===== src/rtl/nibble_serial_adder.sv =====
// Wide unsigned adder that reuses one external 4-bit adder, one nibble per clock.
// Optional NSA_SUB_EN adds a sub input that turns the block into a subtractor.
module nibble_serial_adder #(
  parameter int WORDS = 4,
  localparam int W = 4 * WORDS
) (
  input  logic         clk,
  input  logic         rst_n,
  input  logic         start,
  input  logic [W-1:0] a,
  input  logic [W-1:0] b,
  input  logic         cin,
`ifdef NSA_SUB_EN
  input  logic         sub,
`endif
  output logic         busy,
  output logic         done,
  output logic [W-1:0] result,
  output logic         cout,
  output logic [3:0]   add_n1,
  output logic [3:0]   add_n2,
  output logic         add_ci,
  input  logic [3:0]   add_sum,
  input  logic         add_co
);

  localparam int IW = (WORDS > 1) ? $clog2(WORDS) : 1;
  localparam logic [IW-1:0] LAST_IDX = IW'(WORDS - 1);

  typedef enum logic [1:0] {
    IDLE = 2'd0,
    RUN  = 2'd1,
    DONE = 2'd2
  } state_t;

  state_t         state_q, state_d;
  logic [IW-1:0]  idx_q, idx_d;
  logic [W-1:0]   a_q, a_d;
  logic [W-1:0]   b_q, b_d;
  logic           carry_q, carry_d;
  logic [W-1:0]   result_q, result_d;
  logic           cout_q, cout_d;
  logic           busy_q, busy_d;
  logic           done_q, done_d;
  logic [W-1:0]   b_eff;
  logic           ci_eff;

  // Subtraction is a + ~b + 1; cout then reads as "no borrow".
`ifdef NSA_SUB_EN
  assign b_eff  = sub ? ~b : b;
  assign ci_eff = sub ? 1'b1 : cin;
`else
  assign b_eff  = b;
  assign ci_eff = cin;
`endif

  always_comb begin
    state_d  = state_q;
    idx_d    = idx_q;
    a_d      = a_q;
    b_d      = b_q;
    carry_d  = carry_q;
    result_d = result_q;
    cout_d   = cout_q;
    busy_d   = busy_q;
    done_d   = 1'b0;
    case (state_q)
      IDLE: begin
        if (start) begin
          a_d     = a;
          b_d     = b_eff;
          carry_d = ci_eff;
          idx_d   = '0;
          busy_d  = 1'b1;
          state_d = RUN;
        end
      end
      RUN: begin
        for (int i = 0; i < WORDS; i++) begin
          if (idx_q == IW'(i)) result_d[4*i +: 4] = add_sum;
        end
        carry_d = add_co;
        if (idx_q == LAST_IDX) begin
          cout_d  = add_co;
          done_d  = 1'b1;
          state_d = DONE;
        end else begin
          idx_d = idx_q + 1'b1;
        end
      end
      DONE: begin
        busy_d  = 1'b0;
        state_d = IDLE;
      end
      default: begin
        busy_d  = 1'b0;
        state_d = IDLE;
      end
    endcase
  end

  always_ff @(posedge clk or negedge rst_n) begin
    if (!rst_n) begin
      state_q  <= IDLE;
      idx_q    <= '0;
      a_q      <= '0;
      b_q      <= '0;
      carry_q  <= 1'b0;
      result_q <= '0;
      cout_q   <= 1'b0;
      busy_q   <= 1'b0;
      done_q   <= 1'b0;
    end else begin
      state_q  <= state_d;
      idx_q    <= idx_d;
      a_q      <= a_d;
      b_q      <= b_d;
      carry_q  <= carry_d;
      result_q <= result_d;
      cout_q   <= cout_d;
      busy_q   <= busy_d;
      done_q   <= done_d;
    end
  end

  // Adder pins decode only from registered state so the external path starts clean each cycle.
  always_comb begin
    add_n1 = 4'h0;
    add_n2 = 4'h0;
    add_ci = 1'b0;
    if (state_q == RUN) begin
      add_ci = carry_q;
      for (int i = 0; i < WORDS; i++) begin
        if (idx_q == IW'(i)) begin
          add_n1 = a_q[4*i +: 4];
          add_n2 = b_q[4*i +: 4];
        end
      end
    end
  end

  assign busy   = busy_q;
  assign done   = done_q;
  assign result = result_q;
  assign cout   = cout_q;

endmodule

===== config.mk =====
export PLATFORM = sky130hd
export DESIGN_NAME = nibble_serial_adder
export DESIGN_NICKNAME = d
export VERILOG_FILES = /design/src/rtl/nibble_serial_adder.sv
export SDC_FILE = /design/constraint.sdc
export NUM_CORES = 1
export LEC_CHECK = 0
export ABC_AREA = 1
export ABC_CLOCK_PERIOD_IN_PS = 1750
export BUFFER_PORTS_ARGS = -buffer_cell sky130_fd_sc_hd__buf_2
export CORE_MARGIN = 2
export CORE_UTILIZATION = 40
export DETAILED_ROUTE_END_ITERATION = 10
export HOLD_SLACK_MARGIN = 0.06
export PLACE_DENSITY = 0.66
export SYNTH_ARGS = -nofsm -noshare
export SYNTH_HDL_FRONTEND = slang
export SYNTH_SLANG_ARGS = --single-unit

===== constraint.sdc =====
create_clock -name clk -period 1.75 [get_ports clk]
set_clock_uncertainty 0.05 [all_clocks]
set_input_delay 0.0875 -clock clk [delete_from_list [all_inputs] [get_ports clk]]
set_output_delay 0.0875 -clock clk [all_outputs]
set_load 0.1 [all_outputs]

-- Yosys cells after proc, flatten, opt, wreduce, memory -nomap -nowiden
Cells that the tools add are included.
- bits of input ports: 41
- output and inout port bits: 28
- bits in registers: 56
- word-level logic and storage cells: 56
- add/sub/neg operators: 1
- bitwise gates (word level): 1
- muxes and demuxes: 23
- equality and inequality tests: 7
- reductions and logical operators: 12
- operators by type and width (kind ; number):
    4-bit 2-to-1 mux ; 10
    2-bit AND reduction ; 8
    2-bit 2-to-1 mux ; 4
    2-bit one-hot mux with 2 select lines ; 2
    2-bit inequality test (second input constant) ; 3
    1-bit 2-to-1 mux ; 5
    2-bit by 1-bit == test with 1-bit output (second input constant) ; 2
    2-bit == test (second input constant) ; 2
    2-bit logical NOT ; 2
    1-bit one-hot mux with 2 select lines ; 2
    3-bit AND reduction ; 1
    2-bit by 1-bit adder with 2-bit output (second input constant) ; 1
    2-bit nonzero test ; 1
    1-bit inverter ; 1

-- Logic depth before layout (Yosys ltp)
- depth in word-level cells: 6
- gate-level depth with buffers: 8

-- Worst setup path after synthesis
Ideal clock, no wire load.
- kind: flip-flop to output port
- start: register state_q[1]
- end: output port add_ci
- setup slack: -278 ps
- data required time: 1612 ps
- stages on the path, launching flop included: 4
- arrival time: 1891 ps
- cells stage by stage: dfrtp_1 -> inv_1 -> nand2_1 -> nor2_1
- word-level cells in the longest chain between the ends: 2
- RTL lines (element ; line ; source):
    from (decl) ; 36 ; state_t state_q, state_d;
    from (signal assigned) ; 114 ; state_q <= state_d;
    2-bit by 1-bit == test with 1-bit output ; 131 ; if (state_q == RUN) begin
    1-bit 2-to-1 mux ; 131 ;
    to (decl) ; 22 ; output logic add_ci,
No other way between the ends.

-- Worst setup path after layout
- start: register idx_q[0]
- end: output port add_n2[0]
- word-level cells in the longest chain between the ends: 6
- elaborated cells between the ends (all ways): 9
- classes of those cells: eq/ne: 3; mux: 5; reduce/logical: 1
- RTL lines (element ; line ; source):
    from (decl) ; 37 ; logic [IW-1:0] idx_q, idx_d;
    from (signal assigned) ; 115 ; idx_q <= idx_d;
    2-bit logical NOT ; 134 ; if (idx_q == IW'(i)) begin
    4-bit 2-to-1 mux (3 in a row) ; 134 ;
    4-bit 2-to-1 mux (*) ; 134 ;
    4-bit 2-to-1 mux (*) ; 131 ;
    to (decl) ; 21 ; output logic [3:0] add_n2,
Every way passes the cells marked *; elsewhere a longest branch is shown, timed or not.

==> out/results.ini <==
[floorplan]
die_height_um=83.7
std_cell_rows=29
io_pins=69
design.die.area_um2=7010
core_region_area_um2=6240
chip_width_um=83.7
initial_utilization=0.408

[clocking]
worst_setup_hold_path_clk_slew_ps=90
htree_depth=2
clock_sinks=56
cts_root_buffer=sky130_fd_sc_hd__clkbuf_8
clk_path_buf_depth=2
cts_tree=yes
clock_insertion_delay_worst_skew_ps=310
numCtsBuffers=5

[critical_path]
timing.critical_path.slowest_cell_delay_ps=490
critical_path.endpoint_type=output port
cp-start-kind=flip-flop
worst_path_max_delay_cell=sky130_fd_sc_hd__dfrtp_2
critPathTopFamily=flip-flops
critical_path_required_ps=1610
worstPathBufferInverterCount=3
crit_arrival_ps=1690
crit_fanout=6
criticalPathCategory=reg2out
path_cells=ha_4 > inv_4 > nand3_4 > buf_6 > nor2_1 > nand2_1 > nand2_2 > buf_12

[yosys]
synth_cell_types=17
synth.yosys.warnings=0
syn_inst=310
seq_area_frac_synth=0.551
synth_top_area_cell=sky130_fd_sc_hd__dfrtp_1
synthesis.nets=355
synth_top_area_frac=0.551
synth.top_cells.by_area=sky130_fd_sc_hd__dfrtp_1 55%, sky130_fd_sc_hd__nand2_1 19%, sky130_fd_sc_hd__nand3_1 9.2%, sky130_fd_sc_hd__nor2_1 2.7%, sky130_fd_sc_hd__o21ai_0 2.4%
postSynthRegisterBits=56
synthesis.area_um2=2540
average_instance_area_after_synthesis_um2=8.21

[detailed_routing]
drt-total-wl_um=6610
detail_route.first_pass.iterations=4
wire_per_inst_um=13.2
ant_nets=0
dr_total_vias=2409
detail_route.drc_violations=0
first_iter_violations=158
drt-vias-per-instance=4.82

[timing]
setup_viol_count_final=8
highest_attainable_clock_frequency_ghz=0.547
setup_total_negative_slack_ps=-502
rsz0062_at_grt=yes
report.final.hold_viol_count=0
timing.final.crit_share=1.04
count_of_pins_over_their_slew_limit=0
fin_ws_ps=-78.3
maxSlewHeadroom=0.539
final_period_minus_worst_setup_slack_ps=1830
timing_worst_slew_pin_value_ps=690

[cells_and_area]
num-fill-cells=555
flow.area_growth_from_synthesis_pct=49.6
post-route-util=0.610
finish.net_count=467
antennaDiodeCount=0
layout-drive-gt1-share=0.310

[run_status]
outcome=finished with violations
failed_checks=negative setup slack

[worst_hold_path]
hold_path.class=in2async

[grt]
grt_usage=0.195
grt_pass1_wl_um=11000
grt_start_max_net_pins=38
grt_overflow=0
grt_pass1_vias=2334
grt_antenna_before_repair=0

[place]
port_buf_inserts=68
hpwlAfterDp_um=4100
place.gp.congestion=0.775

[flow_run]
timing.max_cap.violations=0

worst register-to-register path, delay by kind of cell, from the launching register on:
kind | cells | cell delay [ps]
and+or+nand+nor | 4 | 860
DFF | 1 | 470
synthesized netlist by cell type:
cell type,instances
sky130_fd_sc_hd__nand2_1,128
sky130_fd_sc_hd__dfrtp_1,56
sky130_fd_sc_hd__nand3_1,47
sky130_fd_sc_hd__nor2_1,18
sky130_fd_sc_hd__inv_1,12
sky130_fd_sc_hd__o21ai_0,12
sky130_fd_sc_hd__a21oi_1,9
sky130_fd_sc_hd__buf_2,6
sky130_fd_sc_hd__buf_4,4
sky130_fd_sc_hd__clkbuf_1,4
sky130_fd_sc_hd__ha_1,4
sky130_fd_sc_hd__o21ai_2,4
sky130_fd_sc_hd__nor2_4,2
sky130_fd_sc_hd__buf_6,1
sky130_fd_sc_hd__clkinv_2,1
sky130_fd_sc_hd__inv_2,1
sky130_fd_sc_hd__nand2_2,1
area by class of cell:
type,count,area [um2],area share
Clock buffer,7,96.3,0.0253
Tap cell,77,96.3,0.0253
Clock inverter,1,30.0,0.00789
Multi-Input combinational cell,225,1120,0.296
Sequential cell,56,1410,0.369
Inverter,14,70.1,0.0184
Timing Repair Buffer,120,982,0.258
path summary, 6_finish.rpt:
path	start	endpoint	slack (ps)	cells after the start
min in group clk	start	a_q[2]	280	4
setup / recovery	idx_q[0]	add_n2[0]	-80	8
hold / removal	rst_n	a_q[15]	230	2
max in group asynchronous	rst_n	idx_q[0]	830	3
setup reg to reg	state_q[1]	idx_q[0]	250	4
hold reg to reg	a_q[0]	a_q[0]	430	2
registers in the layout, indices dropped and copies added, names as in the netlist:
register	flops
carry_q	1
state_q	2
result	16
cout	1
idx_q	2
a_q	16
b_q	16
busy	1
done	1
cells by family (layout without fill, tap and decap cells):
| kind of cell | count (synthesis) | count (layout) | share of synthesized area |
|---|---|---|---|
| flops | 56 | 56 | 0.551 |
| buf+inv | 29 | 142 | 0.0551 |
| compound gates | 25 | 25 | 0.0551 |
| fa+ha+maj | 4 | 4 | 0.0197 |
| simple gates | 196 | 196 | 0.319 |
what timing repair did:
action | in CTS | in global routing
gates resized for setup | 31 | 14
hold buffers | 39 | 0
buffers inserted | 2 | 2
pin swaps | 7 | 10
endpoints found under the hold margin | 60 | 0
endpoints found under the setup margin | 8 | 9
cloned | 2 | 0
routing by layer:
layer	GRT usage	up-vias	wire (um)
met4	0.0455	0	72
met2	0.343	61	3360
met5	0	-	0
met3	0.0376	7	265
met1	0.250	1137	2910
li1	-	1204	-
cell usage in the layout, fill, tap and decap left out, drive strengths merged:
cell type and n:
nand2 129, buf 80, dfrtp 56, nand3 47, dlygate4sd3 39, nor2 20
o21ai 16, inv 13, a21oi 9, clkbuf 8, ha 4, clkinv 1
bufinv 1
per-stage QoR:
| stage | hold slack [ps] | cells | setup WS [ps] | instance area (um2) |
|---|---|---|---|---|
| after floorplan | -258 | 310 | 96.8 | 2570 |
| after global placement | 47.3 | 447 | 186 | 3100 |
| after detailed placement | 55.6 | 447 | 134 | 3100 |
| after CTS | 260 | 498 | -79.3 | 3750 |
| after global routing | 277 | 500 | -165 | 3800 |
| final | 233 | 500 | -78.3 | 3800 |
Power is left out: the tool's default activity adds up to more than one toggle a clock period on the data nets, which glitch-free logic cannot reach.
